## src/rtl/adder_bist_pkg.sv

```systemverilog
`default_nettype none
// ============================================================================
//  Module      : adder_bist_pkg
//  Description : Shared types and constants for the adder BIST engine:
//                run-state encoding, LFSR feedback polynomial, the fixed
//                corner-vector table and the "no failure seen" marker.
//  Revision    : 1.0 - initial release
// ============================================================================
package adder_bist_pkg;

    typedef enum logic [1:0] {
        IDLE  = 2'd0,
        RUN   = 2'd1,
        DRAIN = 2'd2,
        DONE  = 2'd3
    } state_t;

    // Right-shifting Galois mask for x^32 + x^22 + x^2 + x + 1
    // (x^32 -> bit 31, x^22 -> bit 21, x^2 -> bit 1, x^1 -> bit 0).
    localparam logic [31:0] LFSR_POLY = 32'h8020_0003;

    localparam logic [15:0] NO_FAIL = 16'hFFFF;

    localparam int NUM_CORNERS = 4;

    // Corner vectors: zero, carry ripple through all bits, max+max, MSB carry.
    localparam logic [31:0] CORNER_A [NUM_CORNERS] = '{
        32'h0000_0000, 32'hFFFF_FFFF, 32'hFFFF_FFFF, 32'h8000_0000
    };
    localparam logic [31:0] CORNER_B [NUM_CORNERS] = '{
        32'h0000_0000, 32'h0000_0001, 32'hFFFF_FFFF, 32'h8000_0000
    };

    function automatic logic [31:0] lfsr_step(input logic [31:0] s);
        return {1'b0, s[31:1]} ^ (s[0] ? LFSR_POLY : 32'h0000_0000);
    endfunction

endpackage
`default_nettype wire

```

## src/rtl/adder_bist_lfsr32.sv

```systemverilog
`default_nettype none
// ============================================================================
//  Module      : lfsr32
//  Description : 32-bit Galois LFSR with synchronous seed load and advance.
//  Ports       : clk       - clock
//                rst       - asynchronous active-high reset (state <= SEED)
//                i_load    - load i_seed (has priority over advance)
//                i_advance - step the LFSR once
//                i_seed    - value loaded on i_load
//                o_q       - current LFSR state
//  Revision    : 1.0 - initial release
// ============================================================================
module lfsr32
    import adder_bist_pkg::*;
#(
    parameter logic [31:0] SEED = 32'h0000_0001
) (
    input  logic        clk,
    input  logic        rst,
    input  logic        i_load,
    input  logic        i_advance,
    input  logic [31:0] i_seed,
    output logic [31:0] o_q
);

    logic [31:0] state_q;
    logic [31:0] state_d;

    always_comb begin
        state_d = state_q;
        if (i_load) begin
            state_d = i_seed;
        end else if (i_advance) begin
            state_d = lfsr_step(state_q);
        end
    end

    always_ff @(posedge clk or posedge rst) begin
        if (rst) begin
            state_q <= SEED;
        end else begin
            state_q <= state_d;
        end
    end

    assign o_q = state_q;

endmodule
`default_nettype wire

```

## src/rtl/adder_bist.sv

```systemverilog
`default_nettype none
// ============================================================================
//  Module      : adder_bist
//  Description : Stimulus/response engine for a registered adder harness.
//                Issues NUM_VECTORS operand pairs (4 corners, then LFSR
//                vectors), tracks the expected sum through a LATENCY-deep
//                pipe and compares it with the returned Result.
//  Ports       : clk        - clock
//                RST        - asynchronous active-high reset
//                start      - run request, honoured in IDLE or DONE only
//                A, B, Sel  - registered operands / path select to harness
//                Result     - harness result
//                busy       - run in progress (RUN or DRAIN)
//                done       - run finished, held until next start
//                pass       - valid with done: no mismatches this run
//                err_count  - saturating mismatch count
//                first_fail - index of first mismatching vector or 16'hFFFF
//  Revision    : 1.0 - initial release
// ============================================================================
module adder_bist
    import adder_bist_pkg::*;
#(
    parameter int          WIDTH       = 32,
    parameter int          RWIDTH      = 40,
    parameter int          LATENCY     = 2,
    parameter int          NUM_VECTORS = 256,
    parameter logic [31:0] SEED_A      = 32'h1ACE_B00C,
    parameter logic [31:0] SEED_B      = 32'hC0FF_EE11
) (
    input  logic              clk,
    input  logic              RST,
    input  logic              start,
    output logic [WIDTH-1:0]  A,
    output logic [WIDTH-1:0]  B,
    output logic              Sel,
    input  logic [RWIDTH-1:0] Result,
    output logic              busy,
    output logic              done,
    output logic              pass,
    output logic [15:0]       err_count,
    output logic [15:0]       first_fail
);

    state_t             state_q, state_d;
    logic [15:0]        idx_q, idx_d;
    logic [WIDTH-1:0]   a_q, a_d;
    logic [WIDTH-1:0]   b_q, b_d;
    logic               sel_q, sel_d;
    logic               busy_q, busy_d;
    logic               done_q, done_d;
    logic               pass_q, pass_d;
    logic [15:0]        err_q, err_d;
    logic [15:0]        ff_q, ff_d;

    // Expected-result pipe, stage 0 loaded on the same edge as A/B.
    logic [LATENCY-1:0] pv_q, pv_d;
    logic [RWIDTH-1:0]  pe_q [LATENCY];
    logic [RWIDTH-1:0]  pe_d [LATENCY];
    logic [15:0]        pi_q [LATENCY];
    logic [15:0]        pi_d [LATENCY];

    logic               w_launch;
    logic               w_issue;
    logic               w_to_done;
    logic               w_is_corner;
    logic               w_mismatch;
    logic [15:0]        w_cur_idx;
    logic [WIDTH-1:0]   w_vec_a;
    logic [WIDTH-1:0]   w_vec_b;
    logic [WIDTH:0]     w_sum;
    logic [RWIDTH-1:0]  w_exp;
    logic [31:0]        w_lfsr_a;
    logic [31:0]        w_lfsr_b;

    // Vector 0 goes out on the very edge that accepts start, so the first
    // RUN cycle already issues vector 1.
    always_comb begin
        w_launch    = ((state_q == IDLE) || (state_q == DONE)) && start;
        w_issue     = w_launch || (state_q == RUN);
        w_to_done   = (state_q == DRAIN) && (pv_q == '0);
        w_cur_idx   = w_launch ? 16'd0 : idx_q;
        w_is_corner = (w_cur_idx < 16'(NUM_CORNERS));
        w_vec_a     = w_is_corner ? CORNER_A[w_cur_idx[1:0]] : w_lfsr_a;
        w_vec_b     = w_is_corner ? CORNER_B[w_cur_idx[1:0]] : w_lfsr_b;
        w_sum       = {1'b0, w_vec_a} + {1'b0, w_vec_b};
        w_exp       = {{(RWIDTH-WIDTH-1){1'b0}}, w_sum};
        w_mismatch  = pv_q[LATENCY-1] && (Result != pe_q[LATENCY-1]);
    end

    lfsr32 #(.SEED(SEED_A)) u_lfsr_a (
        .clk       (clk),
        .rst       (RST),
        .i_load    (w_launch),
        .i_advance (w_issue && !w_is_corner),
        .i_seed    (SEED_A),
        .o_q       (w_lfsr_a)
    );

    lfsr32 #(.SEED(SEED_B)) u_lfsr_b (
        .clk       (clk),
        .rst       (RST),
        .i_load    (w_launch),
        .i_advance (w_issue && !w_is_corner),
        .i_seed    (SEED_B),
        .o_q       (w_lfsr_b)
    );

    // Run control and operand registers.
    always_comb begin
        state_d = state_q;
        idx_d   = idx_q;
        a_d     = a_q;
        b_d     = b_q;
        sel_d   = sel_q;
        case (state_q)
            IDLE, DONE: begin
                if (start) begin
                    state_d = RUN;
                    idx_d   = 16'd1;
                end
            end
            RUN: begin
                idx_d = idx_q + 16'd1;
                if (idx_q == 16'(NUM_VECTORS-1)) begin
                    state_d = DRAIN;
                end
            end
            DRAIN: begin
                if (w_to_done) begin
                    state_d = DONE;
                end
            end
            default: state_d = IDLE;
        endcase

        if (w_issue) begin
            a_d   = w_vec_a;
            b_d   = w_vec_b;
            sel_d = w_cur_idx[0];
        end else if (w_to_done) begin
            a_d   = '0;
            b_d   = '0;
            sel_d = 1'b0;
        end

        busy_d = (state_d == RUN) || (state_d == DRAIN);
        done_d = (state_d == DONE);
    end

    // Checker: the final comparison lands at least one edge before the
    // pipe reads empty, so err_q is settled when pass is taken.
    always_comb begin
        err_d  = err_q;
        ff_d   = ff_q;
        pass_d = pass_q;
        if (w_launch) begin
            err_d  = 16'd0;
            ff_d   = NO_FAIL;
            pass_d = 1'b0;
        end else begin
            if (w_mismatch) begin
                if (err_q != 16'hFFFF) begin
                    err_d = err_q + 16'd1;
                end
                if (ff_q == NO_FAIL) begin
                    ff_d = pi_q[LATENCY-1];
                end
            end
            if (w_to_done) begin
                pass_d = (err_q == 16'd0);
            end
        end
    end

    always_comb begin
        pv_d[0] = w_issue;
        pe_d[0] = w_exp;
        pi_d[0] = w_cur_idx;
        for (int i = 1; i < LATENCY; i++) begin
            pv_d[i] = pv_q[i-1];
            pe_d[i] = pe_q[i-1];
            pi_d[i] = pi_q[i-1];
        end
    end

    always_ff @(posedge clk or posedge RST) begin
        if (RST) begin
            state_q <= IDLE;
            idx_q   <= 16'd0;
            a_q     <= '0;
            b_q     <= '0;
            sel_q   <= 1'b0;
            busy_q  <= 1'b0;
            done_q  <= 1'b0;
            pass_q  <= 1'b0;
            err_q   <= 16'd0;
            ff_q    <= NO_FAIL;
            pv_q    <= '0;
            for (int i = 0; i < LATENCY; i++) begin
                pe_q[i] <= '0;
                pi_q[i] <= 16'd0;
            end
        end else begin
            state_q <= state_d;
            idx_q   <= idx_d;
            a_q     <= a_d;
            b_q     <= b_d;
            sel_q   <= sel_d;
            busy_q  <= busy_d;
            done_q  <= done_d;
            pass_q  <= pass_d;
            err_q   <= err_d;
            ff_q    <= ff_d;
            pv_q    <= pv_d;
            for (int i = 0; i < LATENCY; i++) begin
                pe_q[i] <= pe_d[i];
                pi_q[i] <= pi_d[i];
            end
        end
    end

    assign A          = a_q;
    assign B          = b_q;
    assign Sel        = sel_q;
    assign busy       = busy_q;
    assign done       = done_q;
    assign pass       = pass_q;
    assign err_count  = err_q;
    assign first_fail = ff_q;

endmodule
`default_nettype wire

```

## config.mk

```make
export PLATFORM = sky130hd
export DESIGN_NAME = adder_bist
export DESIGN_NICKNAME = d
export VERILOG_FILES = /design/src/rtl/adder_bist_pkg.sv /design/src/rtl/adder_bist_lfsr32.sv /design/src/rtl/adder_bist.sv
export SDC_FILE = /design/constraint.sdc
export NUM_CORES = 1
export LEC_CHECK = 0
export CAP_MARGIN = 10
export CORE_ASPECT_RATIO = 1.5
export CORE_MARGIN = 5
export CORE_UTILIZATION = 45
export CTS_CLUSTER_SIZE = 12
export DETAILED_ROUTE_END_ITERATION = 16
export PLACE_DENSITY = 0.69
export SYNTH_ARGS = -nofsm -noshare
export SYNTH_HDL_FRONTEND = slang
export SYNTH_HIERARCHICAL = 1
export SYNTH_SLANG_ARGS = --single-unit
```

## constraint.sdc

```tcl
create_clock -name clk -period 9.1 [get_ports clk]
set_input_delay 1.82 -clock clk [delete_from_list [all_inputs] [get_ports clk]]
set_output_delay 1.82 -clock clk [all_outputs]
set_load 0.02 [all_outputs]
```

# Yosys cells after proc, flatten, opt, wreduce, memory -nomap -nowiden
# Cells that the tools add are included.
# totals
ff_bits	282
inputBits	43
output_inout_bits	100
word_cells	92
# classes
n_addsub	3
order_cmp	2
eq_ne	11
muxes	34
bitwise_logic	3
reduce_logical	22
# op_table
cell	n
$mux 32	15
$bmux 32 s2	2
$mux 16	8
$xor 31x32->32	2
$ne 40x33->1	1
$add 32x32->33	1
$add 16x1->16 const B	2
$pmux 16 s2	1
$eq 16x16->1 const B	1
$eq 16x8->1 const B	1
$logic_not 16->1	1
$lt 16x3->1 const B	1
$ne 16x16->1 const B	1
$reduce_bool 2->1	7
$eq 2x2->1 const B	4
$mux 2	3
$pmux 2 s3	1
$reduce_and 2->1	3
$eq 2x1->1 const B	2
$logic_and 1x1->1	4
$logic_not 2->1	2
$mux 1	4
$ge 3x3->1 const B	1
$logic_or 1x1->1	3
4 further kinds	4

# Depth between registers and ports, before layout
# Gate-level depths: netlist of the first run.
# depth
ltp_word	10
ltp_mapped	20
mapped_depth_nobuf	17

# By module
# Netlist of the first run, hierarchy kept.
# modules_own_cells
mod	n_inst	cells_per_inst	area_each_um2	seq_area_each_um2
adder_bist	1	921	10166.0	5475.3
lfsr32 at u_lfsr_b	1	144	1555.2	823.3
lfsr32 at u_lfsr_a	1	144	1549.0	817.0

# Worst setup path before layout of the first run
# Ideal clock, no wire load.
# synth_path
path_type	input to register
start	input start
end	register pe_q (netlist bit pe_d[29])
t_arrival_ns	5.096
required_time_ns	9.020
setup_slack_ns	3.924
stages	17
cell_sequence	nand2_1 -> clkbuf_1 -> nand2_1 -> ha_1 -> nor2b_1 -> buf_2 -> buf_2 -> a21o_1 -> ha_1 -> buf_6 -> a21o_1 -> a21o_1 -> a221o_1 -> a211oi_2 -> a31oi_1 -> a31oi_1 -> xnor2_1
# synth_lines
item	line	rtl
start, declared	adder_bist.sv:32	input logic start,
end signal, assigned by index	adder_bist.sv:216	pe_q[i] <= pe_d[i];
end, declared	adder_bist.sv:57	logic [RWIDTH-1:0] pe_q [LATENCY];

==> flow_summary.toml, run 1 <==
[cts]
cts_made_buffers = 28
cts.clk_slew.worst_paths_ns = 0.06
cts_tree = "done"
clock-root-buffer = "clkbuf_16"
cts_resized = 0
post_cts.repair.setup_buffers = 0
insertion_delay_ns = 0.55
cts_sinks = 282
cts-htree-levels = 1
clk_path_buf_depth = 3
cts_hold_buf = 0

[sta]
tightest_slew_ns = 1.13
fmax_mhz = 168
period_needed_ns = 5.94
rsz0062_at_grt = "no"
hold-worst-slack_ns = 0.347
slew_headroom_pct = 24.6
timing.final.ws_setup_ns = 3.16
period_share_pct = 65.3
setup_violations = 0
fin_skew_ns = 0.0203
finalSetupTns_ns = 0
finalMaxSlewViolations = 0
finalHoldViolCount = 0

[outcome]
status = "finished, final reports clean"

[place]
place_ws_ns = 2.62
place_hpwl_um = 24700
io_buffer_count = 142
dp_cells = 1752
gp_congestion = 0.890
placed_area_um2 = 15200

[finish]
fin_cells = 1804
syn_to_final_growth_pct = 20.5
seqCellArea_um2 = 7120
fin_area_um2 = 16000
nets = 1471
final_common_cell = "dfrtp_1"
multi_input_area_um2 = 5910
layout_common_cells = "dfrtp_1, clkdlybuf4s50_1, nand2_1, a21o_1"
final_util_pct = 54.6
fillCellCount = 2598
drive_gt1_share_pct = 7.88
n_antenna_cell = 0

[worst_setup_path]
setup.worst_path.class = "input port to flop"
cp-end-kind = "flop"
reg2regPathDepth = 18
cp_max_fo = 47
critPathRequiredTime_ns = 9.52
r2r-start = "state_q[0]$_DFF_PP0_"
crit_path_end = "pe_d[10]$_DFF_PP0_"
arrival_ns = 6.36
r2r_slack_ns = 4.02
critPathLaunchType = "input port"
cp-startpoint = "start"
reg2reg_to = "pe_d[10]$_DFF_PP0_"

[floorplanning]
floorplan.initialDensity_pct = 45.3
rows = 77
die_height_um = 220
io_pins = 143
core_um2 = 29300
die_w_um = 150
design.die.area_um2 = 33100

[synth]
synth-edff-count = 0
yosys_warnings = 6
ys_dominant_reg_cell = "dfrtp_1"
synthArstFlopShare_pct = 100
synth-seq-area-share_pct = 53.6
yosys_register_bits = 282
syn-cell-area_um2 = 13300
yosysUniqueCellTypes = 67
synth.avg_cell_area_um2 = 11.0
syn_inst = 1209

[drt]
drtPass1Iterations = 5
drtIter0Drc = 521
drt-total-wl_um = 34500
viasPerCell = 5.35
vias = 9650
post_drt_wl_per_cell_um = 19.1
drc = 0
drt.antenna.violating_nets = 0

[pwr]
p_leak_nw = 7.38
vdd_drop_max_mv = 0.237
finalPower_mw = 6.70
power_density_nw_per_um2 = 419

[grt]
grt_pass1_vias = 9912
grt_overflow_total = 0
grt_antenna_before_repair = 0
grt_max_degree = 109
grt_first_pass_wirelength_um = 55200
grt_usage_pct = 21.2

[hold_path]
hold_class = "flop to flop"
hold_depth = 0

[job]
cap_violations = 0
## cell families after synthesis
group | after synthesis | synth area share [%]
DFF | 282 | 53.6
muxes | 62 | 4.68
other | 2 | 0.0566
and+or+nand+nor | 313 | 11.6
AOI/OAI and AO/OA | 330 | 17.0
buffers and inverters | 98 | 3.73
xor gates and xnor gates | 81 | 5.35
adders and majority gates | 41 | 3.92
## layout make-up
cell class / instances / share of cell area (%)
Multi-Input combinational cell: 891 / 37.0
Sequential cell: 282 / 44.5
Inverter: 30 / 0.767
Timing Repair Buffer: 154 / 9.46
Clock buffer: 48 / 5.05
Clock inverter: 4 / 0.125
Tap cell: 395 / 3.09
## cells in the mapped netlist (3+ instances only)
library cell	count	area, µm²
o21ai_1	59	295
a211oi_1	10	75.1
a21o_1	75	563
dfstp_2	47	1230
and3_1	13	81.3
o211ai_1	9	67.6
nor2_1	48	180
xor2_1	47	412
nor3_1	18	90.1
dfrtp_1	235	5880
a22o_1	64	561
mux2i_1	62	621
clkbuf_1	29	109
or3b_1	4	35.0
nand2b_1	4	25.0
nor4_1	15	93.8
buf_2	25	125
inv_1	29	109
a31oi_1	9	56.3
nand2_1	121	454
xnor2_1	34	298
o21a_1	3	22.5
or4_1	4	30.0
or3_1	5	31.3
buf_4	3	22.5
nand4_1	14	87.6
a221o_1	3	30.0
a21oi_1	37	185
nor2b_1	8	50.1
o21bai_1	4	30.0
ha_1	40	500
buf_6	7	78.8
and2_1	19	119
o21ai_0	35	175
nand3_1	26	130
## metal layers
metal / track usage, % / routed length [µm]
met5: 0 / 0
met4: 8.97 / 1400
met3: 2.77 / 1350
met2: 37.8 / 18100
met1: 25.8 / 13700
## state kept, by name, indices dropped and copies added, names as in the netlist, 16 cells and up
signal,flops
pe_d,33
first_fail,16
B,32
pi_d,16
err_count,16
A,32
u_lfsr_a/o_q,32
pi_q,16
pe_q,33
u_lfsr_b/o_q,32
idx_q,16
## report_power, final
group          switching (mW)  internal, mW  leakage [nW]  total [mW]
registers               0.353          1.82          3.48        2.17
logic                    2.03          1.43          3.50        3.46
clock network           0.471         0.599         0.401        1.07
## worst max-delay path, stage by stage
cell and delay [ns]:
clkdlybuf4s50_1 0.44, nand2_1 0.07, buf_4 0.34, inv_4 0.26, nor2_4 0.59, buf_4 0.50
a21o_1 0.21, ha_1 0.17, inv_1 0.05, fa_1 0.39, nor2b_1 0.20, o211ai_1 0.16
a31oi_1 0.34, o21ai_0 0.16, a21boi_0 0.31, mux2i_1 0.23, nand2_1 0.07
## worst min-delay path by stage
stage,startpoint,to,slack [ns]
finish,pe_d[1]$_DFF_PP0_,pe_q[1]$_DFF_PP0_,0.35
floorplan,pe_d[0]$_DFF_PP0_,pe_q[0]$_DFF_PP0_,0.33
global placement,pi_d[12]$_DFF_PP0_,pi_q[12]$_DFF_PP0_,0.33
CTS,pe_d[11]$_DFF_PP0_,pe_q[11]$_DFF_PP0_,0.35
detailed placement,pi_d[11]$_DFF_PP0_,pi_q[11]$_DFF_PP0_,0.34
global route,pe_d[11]$_DFF_PP0_,pe_q[11]$_DFF_PP0_,0.36
(Power assumes the default switching activity.)
==> run 2, diff against run 1 <==
Clock period 9.1 ns to 6 ns, I/O delays scaled along.
==> run 2 against run 1 <==
  * Sequential cell count is the same
  * Total power grew 52%
  * First-iteration DRC count grew 26%
  * Largest cell class unchanged
  * Highest routed layer unchanged
==> flow_summary.toml, run 2 (same netlist as run 1, synthesis figures left out) <==
[outcome]
status = "finished, final reports clean"

[worst_setup_path]
cp-startpoint = "start"
r2r_slack_ns = 1.51
reg2reg_to = "pe_d[24]$_DFF_PP0_"
r2r-start = "state_q[0]$_DFF_PP0_"
setup.worst_path.class = "input port to flop"
cp-end-kind = "flop"
arrival_ns = 5.19
cp_max_fo = 20
critPathRequiredTime_ns = 6.42
critPathLaunchType = "input port"
reg2regPathDepth = 16

[finish]
final_common_cell = "dfrtp_1"
drive_gt1_share_pct = 8.01
final_util_pct = 54.8
fillCellCount = 2602
n_antenna_cell = 0
nets = 1473
layout_common_cells = "dfrtp_1, clkdlybuf4s50_1, nand2_1, a21o_1"
fin_cells = 1806
fin_area_um2 = 16100
syn_to_final_growth_pct = 21.0

[cts]
cts_hold_buf = 0
cts_tree = "done"
insertion_delay_ns = 0.55
cts_resized = 0
clk_path_buf_depth = 3
cts_made_buffers = 28
post_cts.repair.setup_buffers = 0
clock-root-buffer = "clkbuf_16"
cts.clk_slew.worst_paths_ns = 0.06
cts-htree-levels = 1
cts_sinks = 282

[floorplanning]
die_w_um = 150
core_um2 = 29300
floorplan.initialDensity_pct = 45.3
design.die.area_um2 = 33100
rows = 77
io_pins = 143
die_height_um = 220

[drt]
drtIter0Drc = 657
post_drt_wl_per_cell_um = 19.1
drtPass1Iterations = 5
vias = 9681
drt-total-wl_um = 34500
viasPerCell = 5.36
drt.antenna.violating_nets = 0
drc = 0

[grt]
grt_max_degree = 161
grt_pass1_vias = 10100
grt_overflow_total = 0
grt_usage_pct = 20.9
grt_antenna_before_repair = 0
grt_first_pass_wirelength_um = 54600

[sta]
tightest_slew_ns = 0.974
finalMaxSlewViolations = 0
fin_skew_ns = 0.0128
rsz0062_at_grt = "no"
finalSetupTns_ns = 0
period_share_pct = 79.5
setup_violations = 0
period_needed_ns = 4.77
finalHoldViolCount = 0
fmax_mhz = 210
slew_headroom_pct = 35.1

[job]
cap_violations = 0

[pwr]
finalPower_mw = 10.2
pwr-share-clk_pct = 16.1
internal-power_mw = 5.88
power_density_nw_per_um2 = 636
switching_share_pct = 42.5
power_frac_comb_pct = 51.7
vdd_drop_max_mv = 0.321
pwr-share-seq_pct = 32.2
p_leak_nw = 7.39
p_sw_mw = 4.34

[place]
gp_congestion = 0.891
placed_area_um2 = 15200
place_hpwl_um = 24800
io_buffer_count = 142
dp_cells = 1754

[hold_path]
hold_class = "flop to flop"
whs_endpoint = "pi_q[12]$_DFF_PP0_"
hold_depth = 0
min-delay-start = "pi_d[12]$_DFF_PP0_"
==> run 2: area by class of cell <==
| cell class | instances | area (µm²) | area share [%] |
|---|---|---|---|
| Tap cell | 395 | 494 | 3.08 |
| Sequential cell | 282 | 7120 | 44.3 |
| Clock inverter | 2 | 12.5 | 0.0779 |
| Clock buffer | 50 | 835 | 5.20 |
| Timing Repair Buffer | 156 | 1560 | 9.74 |
| Inverter | 30 | 119 | 0.740 |
| Multi-Input combinational cell | 891 | 5910 | 36.8 |
==> run 2: stage by stage <==
stage / setup WS [ns] / hold WS, ns
2_1_floorplan: 1.44 / 0.331
3_3_place_gp: 0.776 / 0.332
3_5_place_dp: 0.677 / 0.335
4_1_cts: 1.24 / 0.348
5_1_grt: 0.893 / 0.353
6_report: 1.23 / 0.345
==> run 2: worst max-delay path: stages <==
cell	delay (ns)
clkdlybuf4s50_1	0.45
nand2_1	0.42
nand2_1	0.20
ha_1	0.32
nor2b_2	0.15
buf_4	0.22
a21o_1	0.24
ha_1	0.41
a21oi_1	0.18
o221ai_1	0.14
a21oi_1	0.24
a2bb2oi_1	0.33
nand2_1	0.18
a21boi_0	0.27
xnor2_1	0.23
==> run 2: power by group through the flow <==
stage,clock network (mW),registers (mW),logic [mW]
floorplan,0,3.35,3.55
global placement,0,3.31,5.21
detailed placement,0,3.31,5.27
CTS,1.68,3.29,5.29
global route,1.76,3.37,5.75
finish,1.65,3.29,5.28
==> run 2: worst max-delay path by stage <==
stage,end,slack [ns],cells after the start
floorplan,pe_d[29]$_DFF_PP0_,1.44,17
global placement,pe_d[24]$_DFF_PP0_,0.78,15
detailed placement,pe_d[24]$_DFF_PP0_,0.68,15
CTS,pe_d[24]$_DFF_PP0_,1.24,15
global route,pe_d[18]$_DFF_PP0_,0.89,17
finish,pe_d[24]$_DFF_PP0_,1.23,15
==> run 2: routing by layer <==
layer / GRT usage [%] / routed length, µm
met2: 37.9 / 18200
met4: 7.88 / 1290
met5: 0 / 0
met1: 25.3 / 13500
met3: 2.79 / 1380
